--- src/rtl/add8u_eval_pkg.sv ---
// Shared types and constants for the add8u error meter.
//   state_e   : sweep controller states
//   W         : operand width the result widths below are sized for
//   SWEEP_LEN : number of operand pairs in one exhaustive sweep
//   *_W       : result widths, large enough for a full sweep without overflow
//   abs_diff  : |x - y| on sum-width values
package add8u_eval_pkg;

  localparam int unsigned W         = 8;
  localparam int unsigned SWEEP_LEN = 1 << (2 * W);
  localparam int unsigned ERR_W     = 9;
  localparam int unsigned SAE_W     = 25;
  localparam int unsigned SSE_W     = 34;
  localparam int unsigned CNT_W     = 17;

  typedef enum logic [1:0] {
    StIdle,
    StSweep,
    StDrain,
    StDone
  } state_e;

  function automatic logic [ERR_W-1:0] abs_diff(input logic [ERR_W-1:0] x,
                                                input logic [ERR_W-1:0] y);
    return (x >= y) ? (x - y) : (y - x);
  endfunction

endpackage

--- src/rtl/add8u_eval_delay.sv ---
// Fixed-latency shift register that carries {valid, data} alongside the adder under test,
// so the operands reach the error stage in the same cycle as the adder's sum.
//   clk, rst  : clock, asynchronous active-high reset
//   in_valid  : valid bit entering the line
//   in_data   : payload entering the line
//   out_valid : in_valid delayed by Depth cycles
//   out_data  : in_data delayed by Depth cycles
// Depth = 0 is a plain wire.
module add8u_eval_delay #(
  parameter int unsigned Depth = 0,
  parameter int unsigned DataW = 16
) (
  input  logic             clk,
  input  logic             rst,
  input  logic             in_valid,
  input  logic [DataW-1:0] in_data,
  output logic             out_valid,
  output logic [DataW-1:0] out_data
);

  if (Depth == 0) begin : g_pass
    logic unused_clk_rst;
    assign unused_clk_rst = clk ^ rst;
    assign out_valid      = in_valid;
    assign out_data       = in_data;
  end else begin : g_pipe
    logic [Depth-1:0] valid_q;
    logic [DataW-1:0] data_q [Depth];

    always_ff @(posedge clk or posedge rst) begin
      if (rst) begin
        valid_q <= '0;
        for (int i = 0; i < int'(Depth); i++) data_q[i] <= '0;
      end else begin
        valid_q[0] <= in_valid;
        data_q[0]  <= in_data;
        for (int i = 1; i < int'(Depth); i++) begin
          valid_q[i] <= valid_q[i-1];
          data_q[i]  <= data_q[i-1];
        end
      end
    end

    assign out_valid = valid_q[Depth-1];
    assign out_data  = data_q[Depth-1];
  end

endmodule

--- src/rtl/add8u_error_meter.sv ---
// Exhaustive error meter for 8-bit unsigned approximate adders.
// Drives every (A, B) pair into the adder, one per cycle, compares its sum with A+B and
// accumulates error-probability count, worst-case error (with its first operands),
// sum of |e| and sum of e^2.
//   clk, rst   : clock, asynchronous active-high reset
//   start      : begin a sweep (honoured only when idle or done)
//   busy       : sweep or drain in progress
//   done       : one-cycle pulse; results are final and held afterwards
//   dut_a/b    : registered operands to the adder
//   dut_o      : adder sum, DUT_LAT cycles after dut_a/dut_b
//   err_count  : number of pairs with a wrong sum
//   wce        : maximum |error|; wce_a/wce_b are the first pair that reached it
//   sae, sse   : sum of |error| and sum of error^2
module add8u_error_meter import add8u_eval_pkg::*; #(
  parameter int unsigned W       = 8,
  parameter int unsigned DUT_LAT = 0
) (
  input  logic             clk,
  input  logic             rst,
  input  logic             start,
  output logic             busy,
  output logic             done,
  output logic [W-1:0]     dut_a,
  output logic [W-1:0]     dut_b,
  input  logic [W:0]       dut_o,
  output logic [CNT_W-1:0] err_count,
  output logic [ERR_W-1:0] wce,
  output logic [W-1:0]     wce_a,
  output logic [W-1:0]     wce_b,
  output logic [SAE_W-1:0] sae,
  output logic [SSE_W-1:0] sse
);

  // Drain covers the DUT latency plus the error and accumulate stages.
  localparam int unsigned DrainLast = DUT_LAT + 1;

  state_e         state_q, state_d;
  logic [2*W-1:0] cnt_q;
  logic [2:0]     drain_q;
  logic           issue, clear, done_d;
  logic           done_q, issue_valid_q;
  logic [W-1:0]   dut_a_q, dut_b_q;

  // ---------------------------------------------------------------- FSM
  always_ff @(posedge clk or posedge rst) begin
    if (rst) state_q <= StIdle;
    else     state_q <= state_d;
  end

  always_comb begin
    state_d = state_q;
    case (state_q)
      StIdle:  if (start) state_d = StSweep;
      StSweep: if (cnt_q == '1) state_d = StDrain;
      StDrain: if (drain_q == 3'(DrainLast)) state_d = StDone;
      StDone:  if (start) state_d = StSweep;
      default: state_d = StIdle;
    endcase
  end

  always_comb begin
    busy  = 1'b0;
    issue = 1'b0;
    clear = 1'b0;
    case (state_q)
      StIdle, StDone: clear = start;
      StSweep: begin
        busy  = 1'b1;
        issue = 1'b1;
      end
      StDrain: busy = 1'b1;
      default: ;
    endcase
    done_d = (state_q == StDrain) && (state_d == StDone);
  end

  // ---------------------------------------------------------------- sweep counter / operands
  always_ff @(posedge clk or posedge rst) begin
    if (rst) begin
      cnt_q         <= '0;
      drain_q       <= '0;
      dut_a_q       <= '0;
      dut_b_q       <= '0;
      issue_valid_q <= 1'b0;
      done_q        <= 1'b0;
    end else begin
      done_q        <= done_d;
      issue_valid_q <= issue;
      if (clear) begin
        cnt_q <= '0;
      end else if (issue) begin
        {dut_b_q, dut_a_q} <= cnt_q;
        cnt_q              <= cnt_q + 1'b1;
      end
      if (state_q == StDrain) drain_q <= drain_q + 1'b1;
      else                    drain_q <= '0;
    end
  end

  assign dut_a = dut_a_q;
  assign dut_b = dut_b_q;
  assign done  = done_q;

  // ---------------------------------------------------------------- operand delay line
  logic           d_valid;
  logic [2*W-1:0] d_data;
  logic [W-1:0]   d_a, d_b;

  add8u_eval_delay #(
    .Depth (DUT_LAT),
    .DataW (2 * W)
  ) u_delay (
    .clk       (clk),
    .rst       (rst),
    .in_valid  (issue_valid_q),
    .in_data   ({dut_a_q, dut_b_q}),
    .out_valid (d_valid),
    .out_data  (d_data)
  );

  assign {d_a, d_b} = d_data;

  // ---------------------------------------------------------------- error stage
  logic [ERR_W-1:0] exact;
  logic [ERR_W-1:0] e_q;
  logic             e_valid_q;
  logic [W-1:0]     e_a_q, e_b_q;

  assign exact = {1'b0, d_a} + {1'b0, d_b};

  always_ff @(posedge clk or posedge rst) begin
    if (rst) begin
      e_valid_q <= 1'b0;
      e_q       <= '0;
      e_a_q     <= '0;
      e_b_q     <= '0;
    end else begin
      e_valid_q <= d_valid;
      e_q       <= abs_diff(dut_o, exact);
      e_a_q     <= d_a;
      e_b_q     <= d_b;
    end
  end

  // ---------------------------------------------------------------- accumulators
  logic [2*ERR_W-1:0] e_sq;
  logic [CNT_W-1:0]   err_q;
  logic [ERR_W-1:0]   wce_q;
  logic [W-1:0]       wce_a_q, wce_b_q;
  logic [SAE_W-1:0]   sae_q;
  logic [SSE_W-1:0]   sse_q;

  assign e_sq = {{ERR_W{1'b0}}, e_q} * {{ERR_W{1'b0}}, e_q};

  always_ff @(posedge clk or posedge rst) begin
    if (rst) begin
      err_q   <= '0;
      wce_q   <= '0;
      wce_a_q <= '0;
      wce_b_q <= '0;
      sae_q   <= '0;
      sse_q   <= '0;
    end else if (clear) begin
      err_q   <= '0;
      wce_q   <= '0;
      wce_a_q <= '0;
      wce_b_q <= '0;
      sae_q   <= '0;
      sse_q   <= '0;
    end else if (e_valid_q) begin
      sae_q <= sae_q + SAE_W'(e_q);
      sse_q <= sse_q + SSE_W'(e_sq);
      if (e_q != '0) err_q <= err_q + 1'b1;
      // Strict compare keeps the earliest pair in sweep order.
      if (e_q > wce_q) begin
        wce_q   <= e_q;
        wce_a_q <= e_a_q;
        wce_b_q <= e_b_q;
      end
    end
  end

  assign err_count = err_q;
  assign wce       = wce_q;
  assign wce_a     = wce_a_q;
  assign wce_b     = wce_b_q;
  assign sae       = sae_q;
  assign sse       = sse_q;

endmodule

--- config.mk ---
export PLATFORM = sky130hd
export DESIGN_NAME = add8u_error_meter
export DESIGN_NICKNAME = d
export VERILOG_FILES = /design/src/rtl/add8u_eval_pkg.sv /design/src/rtl/add8u_eval_delay.sv /design/src/rtl/add8u_error_meter.sv
export SDC_FILE = /design/constraint.sdc
export NUM_CORES = 1
export LEC_CHECK = 0
export ABC_AREA = 0
export ABC_CLOCK_PERIOD_IN_PS = 15000
export CAP_MARGIN = 0
export CORE_UTILIZATION = 44
export CTS_BUF_LIST = sky130_fd_sc_hd__clkbuf_2 sky130_fd_sc_hd__clkbuf_4 sky130_fd_sc_hd__clkbuf_8
export DETAILED_ROUTE_END_ITERATION = 12
export GPL_TIMING_DRIVEN = 0
export PLACE_DENSITY_LB_ADDON = 0.1
export SETUP_SLACK_MARGIN = 0.4
export SYNTH_ARGS = -nofsm -noshare
export SYNTH_HDL_FRONTEND = slang
export SYNTH_SLANG_ARGS = --single-unit
--- constraint.sdc ---
create_clock -name clk -period 15 [get_ports clk]
set_input_delay 3.75 -clock clk [delete_from_list [all_inputs] [get_ports clk]]
set_output_delay 3.75 -clock clk [all_outputs]
set_load 0.01 [all_outputs]
# Yosys cells after proc, flatten, opt, wreduce, memory -nomap -nowiden
# Cells that the tools add are included.
# Widths: inputs -> output; s select.
# word_totals
register_bits,166
wordCells,74
# op_classes
addsub,8
multipliers,1
n_lt_le_gt_ge,2
eq_ne,6
n_mux,27
bitwise,1
n_reduce_logical,12
# ops
operator,count
$mux 34,2
$mux 17,3
$mux 25,2
$mux 8,6
$mux 9,4
$add 34x18->34,1
$mux 16,2
$add 25x9->25,1
$mul 9x9->18,1
$sub 9x9->9,2
$add 17x1->17 const B,1
$add 16x1->16 const B,1
$eq 16x16->1 const B,1
$add 8x8->9,1
$ge 9x9->1,1
$gt 9x9->1,1
$reduce_bool 9->1,1
$reduce_bool 2->1,4
$eq 2x2->1 const B,3
$mux 2,3
$pmux 2 s3,1
$reduce_and 2->1,3
$reduce_or 2->1,2
$add 3x1->3 const B,1
7 further kinds,9

# Logic depth before layout (Yosys ltp)
# Gate-level depths: netlist of the first run.
# logic_depth
ltp_word,5
mapped_depth,24
ltp_nobuf,21

# Modules after synthesis
# From an unflattened synthesis of the first run, not the netlist that was laid out.
# hier_totals
cells_unflattened,1212
hier_area_um2,11513.5
# modules_own_cells
module,n_inst,cells_per_inst,area_each_um2,seq_area_each_um2
add8u_error_meter,1,1195,11385.9,4154.0
add8u_eval_delay,1,17,127.6,0.0

# Worst setup path before layout of the first run
# OpenSTA, ideal clock, no wires.
# synth_timing
path_kind,input to register
startpoint,input dut_o[2]
endpoint,register e_q[1]
setup_ps,125
arrival_time_ps,5446
slack_ps,9429
path_stages,9
n_path_buf,1
path_cell_list,inv_1 > ha_1 > clkbuf_1 > a21oi_1 > nand3_1 > a22oi_1 > a21oi_1 > nor2_2 > mux2_2
# synth_via
elab_chain_cells,2
# synth_lines
element,line_no,text
from (decl),add8u_error_meter.sv:25,"input logic [W:0] dut_o,"
$ge 9x9->1,add8u_eval_pkg.sv:25,return (x >= y) ? (x - y) : (y - x);
$mux 9,add8u_eval_pkg.sv:25,
to (signal assigned),add8u_error_meter.sv:139,"e_q <= abs_diff(dut_o, exact);"
to (decl),add8u_error_meter.sv:125,logic [ERR_W-1:0] e_q;
# Every way passes these cells.
# A chain may end at the register's enable or synchronous reset.

# Worst setup path after layout of the first run
# layout_timing
startpoint,register e_q[6]
endpoint,"register sse_q[22], in the netlist sse[22]"
# layout_via
elab_chain_cells,4
# layout_lines
element,line_no,text
$mul 9x9->18,add8u_error_meter.sv:153,"assign e_sq = {{ERR_W{1'b0}}, e_q} * {{ERR_W{1'b0}}, e_q};"
$add 34x18->34,add8u_error_meter.sv:172,sse_q <= sse_q + SSE_W'(e_sq);
$mux 34,add8u_error_meter.sv:170,end else if (e_valid_q) begin
$mux 34,add8u_error_meter.sv:163,end else if (clear) begin
to (signal assigned),add8u_error_meter.sv:172,
to (decl),add8u_error_meter.sv:151,logic [SSE_W-1:0] sse_q;
# Every way passes these cells. The select of a mux whose other input is x is not followed.

==> reports/metrics.yaml, run 1 <==
die:
  die_height_um: 162.7
  core_area_sq_um: 25250
  io_pins: 131
  die-area_sq_um: 26460
  rows: 58
  die_w_um: 162.7
  start_util_pct: 44.97
timing:
  finalCriticalPeriod_ns: 6.400
  final.setup_skew_ns: 0.01961
  maxSlewViolCount: 0
  tightestPinTransition_ns: 0.9200
  max_freq_mhz: 156.2
  grt_setup_unrepaired: "no"
  final.setup.tns_ns: 0
  period_share_pct: 42.67
  finalSetupViolCount: 0
  final-hold-violation-count: 0
  relSlewSlack_pct: 38.67
clock_network:
  clock-sinks: 166
  ctsResizeCount: 0
  hold_buffers: 0
  clock_path_buffers: 2
  path_clk_slew_ns: 0.11
  cts_setup_buffers: 0
  root_buffer: "clkbuf_8"
  clock_latency_ns: 0.48
  numCtsBuffers: 17
  htree_levels: 4
  cts_tree: "done"
drt:
  drt_iter0_drc: 440
  vias_per_cell: 5.131
  totalWireLength_um: 27230
  first_pass_iters: 4
  drc: 0
  routedWlPerCell_um: 16.21
  vias: 8620
  antenna_left: 0
synthesis:
  synthesis.nets: 1342
  avgSynthCellArea_sq_um: 9.567
  synth_seq_area_share_pct: 36.58
  yosysTopAreaCellShare_pct: 36.58
  synth_area_sq_um: 11360
  synthCells: 1187
  synthArstFlopShare_pct: 100.0
  synth_most_common_cell: "dfrtp_1"
  synth_ff_type: "dfrtp_1"
  yosys.cell_types.count: 65
  synth_top_area_cell: "dfrtp_1"
  ys_top_cells_by_count: "166 x dfrtp_1, 156 x inv_1, 136 x nor2_1"
  synth_edf_count: 0
  synth.yosys.warnings: 0
  ys_seq_elements: 166
  ys_top_cells_by_area: "dfrtp_1 37%, ha_1 10%, fa_1 8.6%"
critical_path:
  ff2ff_setup_slack_ns: 8.60
  crit_required_ns: 15.38
  critPathMaxFanout: 10
  crit_arrival_ns: 6.78
  startpoint_type: "flop"
  regToRegStartpoint: "e_q[6]$_DFF_PP0_"
  endpoint_kind: "flop"
  critical_path_class: "flop to flop"
  startpoint: "e_q[6]$_DFF_PP0_"
cells_and_area:
  drive_above_1_share_pct: 5.185
  areaGrowthSynthToFinish_pct: 19.15
  diodes: 0
  regArea_sq_um: 4154
  fin_cells: 1680
  fillers: 2377
  final_nets: 1492
  multi_input_area_sq_um: 6447
  utilization_pct: 53.58
placed_design:
  place.gp.congestion: 0.8803
  dpl.cell_count: 1648
  portBuffers: 130
  dp_hpwl_um: 20410
flow_run:
  drv_cap: 0
grt:
  grt_usage_pct: 22.01
  grt_max_degree: 101
  grt_pass1_wl_um: 45180
  antenna_found_initial: 0
  grt_pass1_vias: 8679
  grt_overflow: 0
run_status:
  status: "complete, no violations"
hold_path:
  hp-class: "flop to flop"
  min-delay-start: "issue_valid_q$_DFF_PP0_"
metrics by stage:
| stage | setup slack (ns) | hold WS, ns | instance area, sq um |
|---|---|---|---|
| after floorplan | 6.760 | 0.3312 | 11360 |
| after global placement | 4.348 | 0.3328 | 13070 |
| after detailed placement | 8.524 | 0.3347 | 13110 |
| after CTS | 8.573 | 0.3599 | 13530 |
| after global routing | 8.173 | 0.3697 | 13530 |
| final | 8.600 | 0.3574 | 13530 |
routing by layer:
metal  share of wire, %  vias to the layer above  routed length, um  global-route usage, %
li1                   -                     4246                  -                      -
met3                4.6                       34               1262                  4.660
met4                1.4                        0                384                  5.353
met2                 49                      170              13380                  37.43
met5                  0                        -                  0                      0
met1                 45                     4170              12200                  28.52
critical path, cell delays in order, from the launching register on:
cell and delay, ns:
dfrtp_1 0.49, clkbuf_1 0.44, inv_1 0.24, nor2_1 0.26, inv_1 0.10, fa_1 0.60, inv_1 0.07, fa_1 0.50
inv_1 0.05, fa_1 0.47, inv_1 0.05, fa_1 0.53, inv_1 0.05, fa_1 0.49, inv_1 0.04, ha_1 0.39
a21oi_1 0.16, o21ai_0 0.23, a21oi_2 0.08, o21ai_0 0.38, a311oi_1 0.15, a41o_1 0.23, a2111oi_2 0.32
layout by cell type, fill, tap and decap left out, types with 4 or more instances in the layout:
cell type,n
a211oi_1,5
a21o_1,20
a21oi_1,66
a31oi_1,4
and2_1,23
and3_1,17
and4_1,4
clkbuf_1,32
clkbuf_8,17
clkdlybuf4s50_1,130
clkinv_8,5
dfrtp_1,166
fa_1,49
ha_1,94
inv_1,155
inv_6,4
inv_8,4
mux2_2,17
mux2i_1,49
nand2_1,62
nand2b_1,5
nand3_1,24
nand3b_1,6
nand4_1,14
nand4b_1,4
nor2_1,136
nor2b_1,13
nor3_1,6
o21a_1,5
o21ai_0,45
o21bai_1,8
or3_1,13
xnor2_1,39
xor2_1,47
flip-flops by register name, summed over array words and instances, names as in the netlist:
signal and cells:
wce_b 8, e_b_q 8, e_a_q 8, state_q 2, sse 34, issue_valid_q 1, dut_b 8, drain_q 3
done 1, dut_a 8, wce 9, wce_a 8, e_valid_q 1, cnt_q 16, err_count 17, e_q 9
sae 25
cells by family (layout without fill, tap and decap cells):
family | Yosys count | after routing | share of synthesized area [%]
flops | 166 | 166 | 36.58
xor+xnor | 86 | 86 | 6.633
compound gates | 191 | 191 | 10.71
simple gates | 339 | 339 | 14.43
mux | 66 | 66 | 6.005
buf+inv | 196 | 359 | 6.644
fa+ha+maj | 143 | 143 | 19.00
path summary, 6_finish.rpt:
| path | to | cells after the start |
|---|---|---|
| max | sse[22]$_DFFE_PP0P_ | 22 |
| min | e_valid_q$_DFF_PP0_ | 0 |
| max reg2reg | sse[22]$_DFFE_PP0P_ | 22 |
| min reg2reg | e_valid_q$_DFF_PP0_ | 0 |
| max in group asynchronous | sse[5]$_DFFE_PP0P_ | 3 |
| min in group asynchronous | err_count[13]$_DFFE_PP0P_ | 2 |
area by class of cell:
type,instances,area share [%]
plain buffers,40,1.248
inverters,156,4.383
clock inverters,15,1.415
repair buffers,131,9.821
multi-input cells,825,47.65
clock buffers,17,1.729
well taps,330,3.052
flip-flops and latches,166,30.70
Power of run 1 is left out: the tool's default activity adds up to more than one toggle a clock period on the data nets, which glitch-free logic cannot reach.
==> inputs of run 2 (changes only) <==
ABC_CLOCK_PERIOD_IN_PS = 6500   (was 15000)
clock period = 6.5 ns   (was 15 ns; I/O delays follow)
==> run 2 against run 1 <==
Sequential cell count stayed put. Critical path depth increased by 1. Final cell count increased by 0.18%. Global-route usage is 0.11 points lower. Setup slack worse by 7.9 ns. Critical path type unchanged.
==> reports/metrics.yaml, run 2 (synthesis results as in run 1) <==
run_status:
  status: "complete, no violations"
drt:
  first_pass_iters: 7  # +3
  drc: 0  # unchanged
  drt_iter0_drc: 470  # +6.8%
  antenna_left: 0  # unchanged
  routedWlPerCell_um: 16.35  # +0.88%
  totalWireLength_um: 27520  # +1.1%
  vias_per_cell: 5.131  # about the same
  vias: 8636  # +0.19%
grt:
  antenna_found_initial: 0  # unchanged
  grt_usage_pct: 21.89  # -0.11 points
  grt_pass1_wl_um: 44930  # -0.57%
  grt_overflow: 0  # unchanged
  grt_max_degree: 36  # -64%
  grt_pass1_vias: 8610  # -0.80%
critical_path:
  crit_required_ns: 6.90  # -8.48 ns
  crit_arrival_ns: 6.19  # -0.59 ns
  critical_path_class: "flop to flop"
  endpoint_kind: "flop"
  critPathMaxFanout: 10  # unchanged
  reg2reg_depth: 23  # +4.5%
  regToRegStartpoint: "e_q[6]$_DFF_PP0_"
  startpoint_type: "flop"
  r2r-end: "sse[27]$_DFFE_PP0P_"
  ff2ff_setup_slack_ns: 0.71  # -7.89 ns
die:
  die-area_sq_um: 26460  # unchanged
  rows: 58  # unchanged
  die_w_um: 162.7  # unchanged
  start_util_pct: 44.97  # unchanged
  die_height_um: 162.7  # unchanged
  io_pins: 131  # unchanged
  core_area_sq_um: 25250  # unchanged
clock_network:
  cts_setup_buffers: 0  # unchanged
  cts_tree: "done"
  numCtsBuffers: 17  # unchanged
  htree_levels: 4  # unchanged
  hold_buffers: 0  # unchanged
  clock_path_buffers: 2  # unchanged
  clock-sinks: 166  # unchanged
  clock_latency_ns: 0.48  # about the same
  path_clk_slew_ns: 0.11  # about the same
  root_buffer: "clkbuf_8"
timing:
  finalCriticalPeriod_ns: 5.791  # -0.6091 ns
  grt_setup_unrepaired: "yes"
  final.setup_skew_ns: 0.02327  # +0.003661 ns
  finalSetupViolCount: 0  # unchanged
  period_share_pct: 89.09  # +46 points
  max_freq_mhz: 172.7  # +11%
  layout_setup_ws_ns: 0.7090  # -7.891 ns
  final-hold-violation-count: 0  # unchanged
  relSlewSlack_pct: 39.18  # +0.51 points
  maxSlewViolCount: 0  # unchanged
  tightestPinTransition_ns: 0.9123  # -0.007717 ns
  final.setup.tns_ns: 0  # unchanged
hold_path:
  min-delay-start: "issue_valid_q$_DFF_PP0_"
  hold_path_end: "e_valid_q$_DFF_PP0_"
  hold_depth: 0  # unchanged
  hp-class: "flop to flop"
flow_run:
  drv_cap: 0  # unchanged
cells_and_area:
  final_cell_mix: "163 x dfrtp_1, 155 x inv_1, 135 x nor2_1"
  areaGrowthSynthToFinish_pct: 19.74
  final_common_cell: "dfrtp_1"
  fin_cells: 1683  # +0.18%
  drive_above_1_share_pct: 6.430  # +1.2 points
  final_nets: 1496  # +0.27%
  fillers: 2377  # unchanged
  diodes: 0  # unchanged
  largest_register_ffs: 34  # unchanged
placed_design:
  place.gp.congestion: 0.8510  # -3.3%
  dpl.cell_count: 1652  # +0.24%
  dp_hpwl_um: 21010  # +3.0%
  place_ws_ns: 0.04902  # -8.475 ns
  portBuffers: 130  # unchanged
-- run 2: changes by cell type in the layout (fill, tap and decap cells not counted), sizes merged --
cell / before / now
clkinvlp: 0 / 3
bufinv: 0 / 1
inv: 165 / 164
buf: 9 / 13
clkinv: 6 / 2
-- run 2: layout make-up --
| cell class | instances | area, sq um | share of cell area [%] |
|---|---|---|---|
| Multi-Input combinational cell | 825 | 6464 | 47.53 |
| Clock inverter | 14 | 157.7 | 1.159 |
| Clock buffer | 17 | 234.0 | 1.721 |
| Sequential cell | 166 | 4158 | 30.58 |
| Tap cell | 330 | 412.9 | 3.036 |
| Buffer | 40 | 181.4 | 1.334 |
| Timing Repair Buffer | 135 | 1401 | 10.31 |
| Inverter | 156 | 589.3 | 4.334 |
-- run 2: worst max path at each step --
stage	from	depth (start not counted)	end
detailed placement	e_q[6]$_DFF_PP0_	22	sse[22]$_DFFE_PP0P_
CTS	e_q[6]$_DFF_PP0_	22	sse[22]$_DFFE_PP0P_
global route	e_q[6]$_DFF_PP0_	22	sse[22]$_DFFE_PP0P_
finish	e_q[6]$_DFF_PP0_	23	sse[27]$_DFFE_PP0P_
global placement	e_q[6]$_DFF_PP0_	22	sse[22]$_DFFE_PP0P_
floorplan	e_q[6]$_DFF_PP0_	22	sse[22]$_DFFE_PP0P_
-- run 2: per-layer routing --
layer,global-route usage [%],vias to the layer above,share of wire [%]
met1,28.99,4179,46
li1,-,4263,-
met5,0,-,0
met3,3.769,28,3.7
met2,37.39,166,49
met4,4.843,0,1.5
-- run 2: through the flow --
stage	util, %	cell area, sq um	hold WS, ns
2_1_floorplan	-	11360	0.3312
3_3_place_gp	51.77	13070	0.3406
3_5_place_dp	52.17	13170	0.3410
4_1_cts	53.73	13570	0.3573
5_1_grt	53.84	13600	0.3664
6_report	53.84	13600	0.3557
-- run 2: repair_timing --
action                                  CTS  global route
endpoints found under the setup margin   14            14
gates resized for setup                   3            21
endpoints found under the hold margin     0             0
-- run 2: critical path, stage by stage (launching register included) --
cell and delay [ns]:
dfrtp_2 0.43, clkbuf_4 0.24, inv_1 0.15, nor2_2 0.19
inv_1 0.08, fa_1 0.59, inv_1 0.07, fa_1 0.50
inv_1 0.05, fa_1 0.47, inv_1 0.05, fa_1 0.52
inv_1 0.05, fa_1 0.38, inv_1 0.07, ha_1 0.30
a21oi_1 0.23, o21ai_0 0.11, a21oi_1 0.34, o21ba_2 0.28
o21ai_2 0.09, buf_4 0.18, a41o_1 0.21, a21oi_1 0.12
Power of run 2 is left out for the same reason.
==> inputs of run 3 (changes only) <==
RECOVER_POWER = 50   (was not set)
SLEW_MARGIN = 20   (was not set)
==> run 3 against run 2 <==
The run now ends with max-capacitance violations, max-slew violations left. Non-clock buffer count increased by 1. Wire length decreased by 0.33%. Sequential share of layout area increased by 0.10 points. Clock-buffer cell count increased by 1. Clock skew decreased by 0.0056 ns. Setup slack got worse by 0.028 ns. Die area unchanged. Hold slack improved by 0.00066 ns.
==> reports/metrics.yaml, run 3 (synthesis results as in run 1) <==
critical_path:
  r2r-end: "sse[27]$_DFFE_PP0P_"
  reg2reg_depth: 23  # unchanged
  crit_arrival_ns: 6.21  # +0.02 ns
  startpoint_type: "flop"
  critPathMaxFanout: 10  # unchanged
  crit_required_ns: 6.89  # about the same
  endpoint_kind: "flop"
  critical_path_class: "flop to flop"
  ff2ff_setup_slack_ns: 0.68  # -0.03 ns
  regToRegStartpoint: "e_q[6]$_DFF_PP0_"
cells_and_area:
  final_cell_mix: "163 x dfrtp_1, 155 x inv_1, 135 x nor2_1"
  drive_above_1_share_pct: 6.125  # -0.30 points
  final_common_cell: "dfrtp_1"
  final_nets: 1497  # +0.067%
  fillers: 2372  # -0.21%
  fin_area_sq_um: 13550  # -0.34%
  largest_register_ffs: 34  # unchanged
  diodes: 0  # unchanged
  areaGrowthSynthToFinish_pct: 19.34
timing:
  tightestPinTransition_ns: 1.674  # +0.7614 ns
  period_share_pct: 89.53  # +0.44 points
  finalCriticalPeriod_ns: 5.819  # +0.02844 ns
  relSlewSlack_pct: -11.58  # -51 points
  grt_setup_unrepaired: "no"
  max_freq_mhz: 171.8  # -0.49%
  finalSetupViolCount: 0  # unchanged
  maxSlewViolCount: 33  # +33
  whs_ns: 0.3563  # +0.0006600 ns
  final.setup_skew_ns: 0.01766  # -0.005609 ns
  final-hold-violation-count: 0  # unchanged
  final.setup.tns_ns: 0  # unchanged
  layout_setup_ws_ns: 0.6805  # -0.02844 ns
clock_network:
  cts_tree: "done"
  clock_latency_ns: 0.47  # about the same
  clock-sinks: 166  # unchanged
  path_clk_slew_ns: 0.10  # about the same
  numCtsBuffers: 17  # unchanged
  hold_buffers: 0  # unchanged
  htree_levels: 4  # unchanged
  root_buffer: "clkbuf_8"
  clock_path_buffers: 2  # unchanged
  cts_setup_buffers: 0  # unchanged
grt:
  grt_pass1_wl_um: 45240  # +0.71%
  grt_overflow: 0  # unchanged
  antenna_found_initial: 0  # unchanged
  grt_pass1_vias: 8693  # +0.96%
  grt_usage_pct: 22.03  # +0.14 points
  grt_max_degree: 33  # -8.3%
drt:
  routedWlPerCell_um: 16.28  # -0.45%
  vias_per_cell: 5.109  # -0.43%
  vias: 8609  # -0.31%
  drc: 0  # unchanged
  first_pass_iters: 4  # -3
  totalWireLength_um: 27430  # -0.33%
  antenna_left: 0  # unchanged
  drt_iter0_drc: 480  # +2.1%
die:
  rows: 58  # unchanged
  die_height_um: 162.7  # unchanged
  die-area_sq_um: 26460  # unchanged
  io_pins: 131  # unchanged
  die_w_um: 162.7  # unchanged
  core_area_sq_um: 25250  # unchanged
  start_util_pct: 44.97  # unchanged
hold_path:
  hold_path_end: "e_valid_q$_DFF_PP0_"
  hold_depth: 0  # unchanged
  hp-class: "flop to flop"
  min-delay-start: "issue_valid_q$_DFF_PP0_"
placed_design:
  place_ws_ns: 0.03969  # -0.009331 ns
  place.gp.congestion: 0.8510  # unchanged
  portBuffers: 130  # unchanged
  postPlaceCellArea_sq_um: 13200  # +0.21%
  dp_hpwl_um: 21090  # +0.37%
flow_run:
  drv_cap: 1  # +1
run_status:
  violations: "max-capacitance violations, max-slew violations"
  status: "complete, but fails checks"
-- run 3: metrics by stage --
step	util, %	std cells
2_1_floorplan	-	1187
3_3_place_gp	51.77	1647
3_5_place_dp	52.27	1653
4_1_cts	53.97	1685
5_1_grt	53.66	1685
6_report	53.66	1685
-- run 3: how the worst max path moves through the flow --
stage	start	to	cells after the start
floorplan	e_q[6]$_DFF_PP0_	sse[22]$_DFFE_PP0P_	22
finish	e_q[6]$_DFF_PP0_	sse[27]$_DFFE_PP0P_	23
global placement	e_q[6]$_DFF_PP0_	sse[22]$_DFFE_PP0P_	22
CTS	e_q[1]$_DFF_PP0_	sse[22]$_DFFE_PP0P_	21
global route	e_q[0]$_DFF_PP0_	sse[27]$_DFFE_PP0P_	20
detailed placement	e_q[6]$_DFF_PP0_	sse[22]$_DFFE_PP0P_	22
-- run 3: layer usage --
metal	track usage (%)	wire length, um
met3	4.227	1074
met1	28.36	12420
met2	38.00	13440
met5	0	0
met4	5.438	498
-- run 3: worst max-delay path, cell delays in order, from the launching register on --
cell and delay, ns:
dfrtp_2 0.44, clkbuf_4 0.24, inv_1 0.16, nor2_2 0.19
inv_1 0.08, fa_1 0.59, inv_1 0.07, fa_1 0.50
inv_1 0.05, fa_1 0.47, inv_1 0.05, fa_1 0.52
inv_1 0.05, fa_1 0.38, inv_1 0.06, ha_1 0.30
a21oi_1 0.23, o21ai_0 0.12, a21oi_1 0.35, o21ba_2 0.28
o21ai_2 0.09, buf_4 0.18, a41o_1 0.21, a21oi_1 0.12
-- run 3: repair_timing --
item | CTS | global route
hold endpoints to repair | 0 | 0
resized for setup | 3 | 21
endpoints found under the setup margin | 14 | 14
-- run 3: area by class of cell --
type | instances | area, sq um | share of cell area, %
Multi-Input combinational cell | 825 | 6464 | 47.70
Clock inverter | 14 | 177.7 | 1.311
Timing Repair Buffer | 136 | 1324 | 9.768
Clock buffer | 18 | 247.7 | 1.828
Sequential cell | 166 | 4158 | 30.68
Inverter | 156 | 586.8 | 4.330
Buffer | 40 | 181.4 | 1.339
Tap cell | 330 | 412.9 | 3.047
Power of run 3 is left out for the same reason.
